File: src/rtl/crc_append_tx.sv
// CRC trailer generator: forwards a SOP/EOP framed stream through one
// output register and appends the payload CRC as trailer word(s).
module crc_append_tx #(
  parameter int               DATA_W         = 32,
  parameter int               CRC_W          = 16,
  parameter logic [CRC_W-1:0] CRC_POLY       = 16'h1021,
  parameter logic [CRC_W-1:0] CRC_INIT       = 16'hFFFF,
  parameter logic [CRC_W-1:0] CRC_XOROUT     = 16'h0000,
  parameter int               CRC_SKIP_WORDS = 1
) (
  input  logic              iClk,
  input  logic              iRst_n,
  input  logic              iWrSop,
  input  logic              iWrEop,
  input  logic              iWrVld,
  input  logic [DATA_W-1:0] iWrData,
  output logic              oFull,
  output logic              oWrSop,
  output logic              oWrEop,
  output logic              oWrVld,
  output logic [DATA_W-1:0] oWrData,
  input  logic              iFifoFull,
  output logic              oProtoErr
);

  localparam int NTRL = (CRC_W + DATA_W - 1) / DATA_W;
  localparam int TW   = (NTRL > 1) ? $clog2(NTRL) : 1;

  typedef enum logic [1:0] {IDLE, BODY, TRL} state_e;

  state_e              state_q, state_d;
  logic [CRC_W-1:0]    crc_q, crc_d;
  logic [3:0]          skip_q, skip_d;
  logic [TW-1:0]       trl_q, trl_d;
  logic                vld_q, vld_d;
  logic                sop_q, sop_d;
  logic                eop_q, eop_d;
  logic                err_q, err_d;
  logic [DATA_W-1:0]   data_q, data_d;

  logic                    adv, acc, upd;
  logic [CRC_W-1:0]        crc_base, crc_nxt;
  logic [3:0]              skip_base, skip_inc;
  logic [NTRL*DATA_W-1:0]  trl_vec;
  logic [DATA_W-1:0]       trl_word;

  function automatic logic [CRC_W-1:0] crc_step(
    input logic [CRC_W-1:0]  c,
    input logic [DATA_W-1:0] d
  );
    logic [CRC_W-1:0] r;
    logic             fb;
    r = c;
    for (int i = DATA_W - 1; i >= 0; i--) begin
      fb = r[CRC_W-1] ^ d[i];
      r  = {r[CRC_W-2:0], 1'b0} ^ (fb ? CRC_POLY : '0);
    end
    return r;
  endfunction

  assign adv   = !vld_q || !iFifoFull;
  assign oFull = !adv || (state_q == TRL);
  assign acc   = iWrVld && !oFull;

  // A new packet restarts CRC and skip count from their initial values
  always_comb begin
    crc_base  = (state_q == IDLE) ? CRC_INIT : crc_q;
    skip_base = (state_q == IDLE) ? 4'd0 : skip_q;
    skip_inc  = (skip_base == 4'hF) ? skip_base : skip_base + 4'd1;
    upd       = skip_base >= 4'(CRC_SKIP_WORDS);
    crc_nxt   = crc_step(crc_base, iWrData);
    trl_vec   = '0;
    trl_vec[CRC_W-1:0] = crc_q ^ CRC_XOROUT;
    trl_word  = '0;
    for (int k = 0; k < NTRL; k++) begin
      if (trl_q == TW'(NTRL - 1 - k)) begin
        trl_word = trl_vec[k*DATA_W +: DATA_W];
      end
    end
  end

  always_comb begin
    state_d = state_q;
    crc_d   = crc_q;
    skip_d  = skip_q;
    trl_d   = trl_q;
    vld_d   = vld_q;
    sop_d   = sop_q;
    eop_d   = eop_q;
    data_d  = data_q;
    err_d   = 1'b0;
    if (adv) begin
      vld_d = 1'b0;
      sop_d = 1'b0;
      eop_d = 1'b0;
    end
    unique case (state_q)
      IDLE: begin
        if (acc) begin
          if (iWrSop) begin
            vld_d   = 1'b1;
            sop_d   = 1'b1;
            data_d  = iWrData;
            crc_d   = upd ? crc_nxt : crc_base;
            skip_d  = skip_inc;
            trl_d   = '0;
            state_d = iWrEop ? TRL : BODY;
          end else begin
            err_d = 1'b1;
          end
        end
      end
      BODY: begin
        if (acc) begin
          vld_d  = 1'b1;
          data_d = iWrData;
          crc_d  = upd ? crc_nxt : crc_base;
          skip_d = skip_inc;
          err_d  = iWrSop;
          if (iWrEop) begin
            trl_d   = '0;
            state_d = TRL;
          end
        end
      end
      TRL: begin
        if (adv) begin
          vld_d  = 1'b1;
          data_d = trl_word;
          if (trl_q == TW'(NTRL - 1)) begin
            eop_d   = 1'b1;
            state_d = IDLE;
          end else begin
            trl_d = trl_q + TW'(1);
          end
        end
      end
      default: state_d = IDLE;
    endcase
  end

  always_ff @(posedge iClk or negedge iRst_n) begin
    if (!iRst_n) begin
      state_q <= IDLE;
      crc_q   <= CRC_INIT;
      skip_q  <= '0;
      trl_q   <= '0;
      vld_q   <= 1'b0;
      sop_q   <= 1'b0;
      eop_q   <= 1'b0;
      err_q   <= 1'b0;
      data_q  <= '0;
    end else begin
      state_q <= state_d;
      crc_q   <= crc_d;
      skip_q  <= skip_d;
      trl_q   <= trl_d;
      vld_q   <= vld_d;
      sop_q   <= sop_d;
      eop_q   <= eop_d;
      err_q   <= err_d;
      data_q  <= data_d;
    end
  end

  assign oWrVld    = vld_q;
  assign oWrSop    = sop_q;
  assign oWrEop    = eop_q;
  assign oWrData   = data_q;
  assign oProtoErr = err_q;

endmodule

File: config.mk
export PLATFORM = sky130hd
export DESIGN_NAME = crc_append_tx
export DESIGN_NICKNAME = d
export VERILOG_FILES = /design/src/rtl/crc_append_tx.sv
export SDC_FILE = /design/constraint.sdc
export NUM_CORES = 1
export LEC_CHECK = 0
export BUFFER_PORTS_ARGS = -buffer_cell sky130_fd_sc_hd__buf_2
export CAP_MARGIN = 20
export CORE_AREA = 2 2 89 91
export DETAILED_ROUTE_END_ITERATION = 8
export DIE_AREA = 0 0 91 93
export PLACE_DENSITY = 0.9
export SYNTH_ARGS = -nofsm -noshare
export SYNTH_HDL_FRONTEND = slang
export SYNTH_SLANG_ARGS = --single-unit
File: constraint.sdc
create_clock -name iClk -period 3.9 [get_ports iClk]
set_input_delay 0.585 -clock iClk [delete_from_list [all_inputs] [get_ports iClk]]
set_output_delay 0.585 -clock iClk [all_outputs]
set_load 0.05 [all_outputs]
# Word-level counts from Yosys, hierarchy flattened
# Cells that the tools add are included.
# word_totals
reg_bits	59
latchBits	0
ram_bits	0
rom_bits	0
inputBits	38
out_inout_bits	37
elab_cells	182
memories	0
# op_classes
add_sub_neg	2
n_mul	0
div	0
n_lt_le_gt_ge	1
eq_ne	9
shift	0
muxes	83
bitwise_logic	64
n_reduce_logical	14
# op_table
cell	count
$xor 16x13->16	32
$mux 13	32
$mux 32	4
$mux 16	6
$pmux 32 s3	1
$pmux 16 s2	1
$xor 1x1->1	32
$mux 1	22
$mux 4	5
$mux 2	7
$ne 2x2->1 const B	6
$reduce_and 6->1	2
$pmux 4 s2	1
$pmux 1 s3	2
$pmux 2 s3	1
$reduce_and 5->1	1
$add 4x1->4 const B	1
$eq 4x4->1 const B	1
$ge 4x1->1 const B	1
$logic_not 1->1	4
$reduce_and 4->1	1
$reduce_bool 3->1	1
$eq 2x1->1 const B	1
$eq 2x2->1 const B	1
other kinds (6)	7

# Logic depth before layout (Yosys ltp)
# logic_depth
ltp_word	102
mapped_depth	15
mapped_depth_nobuf	12

# Least setup slack after synthesis
# No wires, ideal clock.
# synth_path
path_kind	register to register
from	register state_q[0]
to	register crc_q[11]
setup_ns	0.073
arrival_ns	2.651
required_ns	3.827
setup_slack_ns	1.176
path_stages_with_launch	11
path_buffers	1
synth_period_minus_slack_ns	2.724
cell_sequence	dfrtp_1 -> inv_1 -> ha_1 -> buf_2 -> nor2_1 -> xnor2_1 -> xor3_2 -> xor3_2 -> xnor3_2 -> xnor2_1 -> a21oi_1
# synth_between
elab_chain_cells	52
elab_cells_between_ends	87
classes_between	order compare: 1; eq/ne: 5; mux: 25; bitwise: 50; reduce/logical: 6
# synth_rtl
element	line	rtl
start, declared	31	state_e state_q, state_d;
start signal, assigned	154	state_q <= state_d;
$logic_not 2->1	67, 68, 97	
$mux 16	67	crc_base = (state_q == IDLE) ? CRC_INIT : crc_q;
$xor 16x13->16	56	r = {r[CRC_W-2:0], 1'b0} ^ (fb ? CRC_POLY : '0);
$xor 1x1->1	55	fb = r[CRC_W-1] ^ d[i];
$mux 13	56	
$xor 16x13->16 (4 in a row)	56	
$xor 1x1->1	55	
$mux 13	56	
(+24 left out)	n/a	
$xor 16x13->16 (4 in a row)	56	
$xor 1x1->1	55	
$mux 13	56	
$xor 16x13->16 (7 in a row)	56	
$mux 16	104, 117	
$mux 16	100	if (iWrSop) begin
$mux 16	99	if (acc) begin
$pmux 16 s2	97	unique case (state_q)
end signal, assigned	155	crc_q <= crc_d;
end, declared	32	logic [CRC_W-1:0] crc_q, crc_d;
# Parallel ways exist; a longest one is shown, timed or not. The select of a mux whose other input is x is not followed.
# A chain may end at the register's enable or synchronous reset.

# Final worst setup path
# layout_path
from	register state_q[0]
to	register crc_q[9]
# layout_between
elab_chain_cells	52
elab_cells_between_ends	91
classes_between	order compare: 1; eq/ne: 5; mux: 27; bitwise: 52; reduce/logical: 6
# layout_rtl
element	line
$logic_not 2->1	67, 68, 97
$mux 16	67
$xor 16x13->16 (3 in a row)	56
$xor 1x1->1	55
$mux 13	56
$xor 16x13->16 (4 in a row)	56
$xor 1x1->1	55
$mux 13	56
(+24 left out)	n/a
$xor 16x13->16 (4 in a row)	56
$xor 1x1->1	55
$mux 13	56
$xor 16x13->16 (5 in a row)	56
$mux 16	104, 117
$mux 16	100
$mux 16	99
$pmux 16 s2	97
# Parallel ways exist; a longest one is shown, timed or not. The select of a mux whose other input is x is not followed.

==> results.cfg <==
[layout]
syn_to_final_growth_pct = 16.3
nets = 517
layout_common_cells = 74 x buf_2, 53 x xnor2_1, 51 x nand2_1
final_common_cell = buf_2
diodes = 0
drive_gt1_share_pct = 26.3

[synthesis]
syn_avg_cell_area_um2 = 10.4
yosys.area_share.adder_pct = 2.42
synthFlopType = dfrtp_1
yosysTopAreaCell = dfrtp_1
ys_warn_count = 0
synth_area_mm2 = 0.00413
synth_xor_area_share_pct = 34.0
ys_seq_area_share_pct = 35.6
syn_inst = 399
synth_top_family_by_area = XOR/XNOR gates
yosys.area_share.simple_pct = 12.5
synthMuxAreaShare_pct = 4.15
synth.area.top_cells = dfrtp_1 25%, xnor2_1 11%, xnor3_1 10%
synth_edf_count = 0
syn_nets = 445
synth_compound_area_share_pct = 8.90
async_flop_share_pct = 100
synth_seq_cells = 58
ys_types = 39
synth_top_area_share_pct = 25.4

[critical_path]
critPathArrivalTime_ns = 3.50
r2r-start = state_q[0]$_DFFE_PN0P_
crit_path_end_kind = flop
critical_path_class = flop to flop
crit_start = state_q[0]$_DFFE_PN0P_
crit_required_ns = 4.17
setup.worst_path.start_class = flop
cp_max_fo = 16
r2r_cells = 9

[drt]
finalWirelength_mm = 9.37
drc = 0
vias = 3038
dr.pass1.iters = 5
vias_per_cell = 5.26
drt_iter0_drc = 180
postRouteAntennaNets = 0
post_drt_wl_per_cell_um = 16.2

[global_routing]
grt_use_met2_pct = 39.6
grt_max_degree = 65
grt_pass1_vias = 3109
grt_pass1_wl_mm = 15.5
use_met1_pct = 30.1
grt_use_total_pct = 23.7
grt_overflow = 0
met3_usage_pct = 4.43
antenna_found_initial = 0
busiest_layer = met2

[sta]
tightest_slew_ns = 0.983
layout_min_cycle_time_ns = 3.23
skew_ns = 0.00559
slew_headroom_pct = 34.5
fmax_ghz = 0.310
setup_viol = 0
rsz0062_at_grt = no
drv_slew = 0
hold_ws_ns = 0.255
finalHoldViolations = 0
tns_ns = 0
finalCritPeriodShare_pct = 82.8

[clock_network]
cts_sinks = 58
cts_max_path_buffers = 2
postCtsSetupRepairBufs = 0
cts_root_buf = clkbuf_8
clkTransAtPathRegs_ns = 0.07
holdBufCountCts = 0
cts_tree = yes
htree_levels = 3
clk_latency_ns = 0.34
ctsResizeCount = 0
cts_buffers = 9

[placed_design]
hpwl_mm = 7.09
port_buffers = 74
place.gp.congestion = 0.951

[floorplanning]
start_util_pct = 54.9
fp-row-count = 32
die_w_um = 91
fp.dieH_um = 93
core_mm2 = 0.00753
boundaryPins = 75
die_area_mm2 = 0.00846

[run]
maxCapViolations = 0

[run_status]
status = complete, no violations

[min_path]
hold_path_class = primary input to async pin
## sequential cells by signal, summed over array words and instances (netlist names), named ones only
name and flops:
oWrData 32, crc_q 16, skip_q 4, state_q 2
oProtoErr 1, oWrSop 1, oWrVld 1
## layout make-up
class                      count  area (um2)
clock buffer                  14         173
clock inverter                 2        35.0
fill                         566        2720
inverter                       8        30.0
multi-input combinational    315        2560
sequential                    58        1470
tap                          102         128
timing repair buffer          79         408
## metal layers
layer  vias to the layer above  share of wire, %
li1                       1472                 -
met4                         0               2.3
met2                       103                50
met3                        20               5.3
met5                         -                 0
met1                      1443                42
## Yosys cell counts, types with 2 or more instances
cell and instances:
o22a_1 3, xnor3_2 6, nor2_1 35, ha_1 8, xnor3_1 19, dfrtp_1 42, inv_1 8, xnor2_1 53
clkbuf_1 14, xor3_2 3, and2_1 2, nand2b_1 17, nor3_1 4, mux2i_1 16, xor2_1 16, nand2_1 51
xor3_1 4, o21ai_0 38, buf_2 3, dfstp_2 16, a21oi_1 23
## critical path, stage by stage (launching register included)
cell     delay [ns]
dfrtp_1        0.44
inv_1          0.13
ha_1           0.58
nor2_1         0.13
xnor2_1        0.18
xnor3_2        0.34
xor3_2         0.46
xor2_1         0.28
xnor3_1        0.46
o22a_1         0.16
## logic make-up after synthesis
group,count (synthesis)
flip-flops,58
AO/OA/AOI/OAI,69
AND/OR/NAND/NOR,117
XOR/XNOR,104
multiplexers,17
buffers and inverters,26
adder cells (fa/ha/maj),8
## path summary, 6_finish.rpt
path                                           end  slack, ns
hold reg to reg            oWrData[23]$_DFFE_PN0P_       0.48
max in group asynchronous    crc_q[14]$_DFFE_PN1P_       2.75
setup reg to reg              crc_q[9]$_DFFE_PN1P_       0.67
hold / removal                    oWrSop$_DFF_PN0_       0.26
min in group iClk           state_q[0]$_DFFE_PN0P_       0.44
setup / recovery              crc_q[9]$_DFFE_PN1P_       0.67
## through the flow
stage / cells / setup slack, ns / utilization (%) / cell area (um2)
2_1_floorplan: 399 / 1.18 / - / 4130
3_3_place_gp: 561 / 0.792 / 61.0 / 4590
3_5_place_dp: 562 / 0.670 / 61.1 / 4600
4_1_cts: 578 / 0.684 / 63.9 / 4810
5_1_grt: 578 / 0.409 / 63.9 / 4810
6_report: 578 / 0.670 / 63.9 / 4810
Power is not shown: default switching activity piles up to over one toggle a cycle in this logic, so the estimate is an artifact.
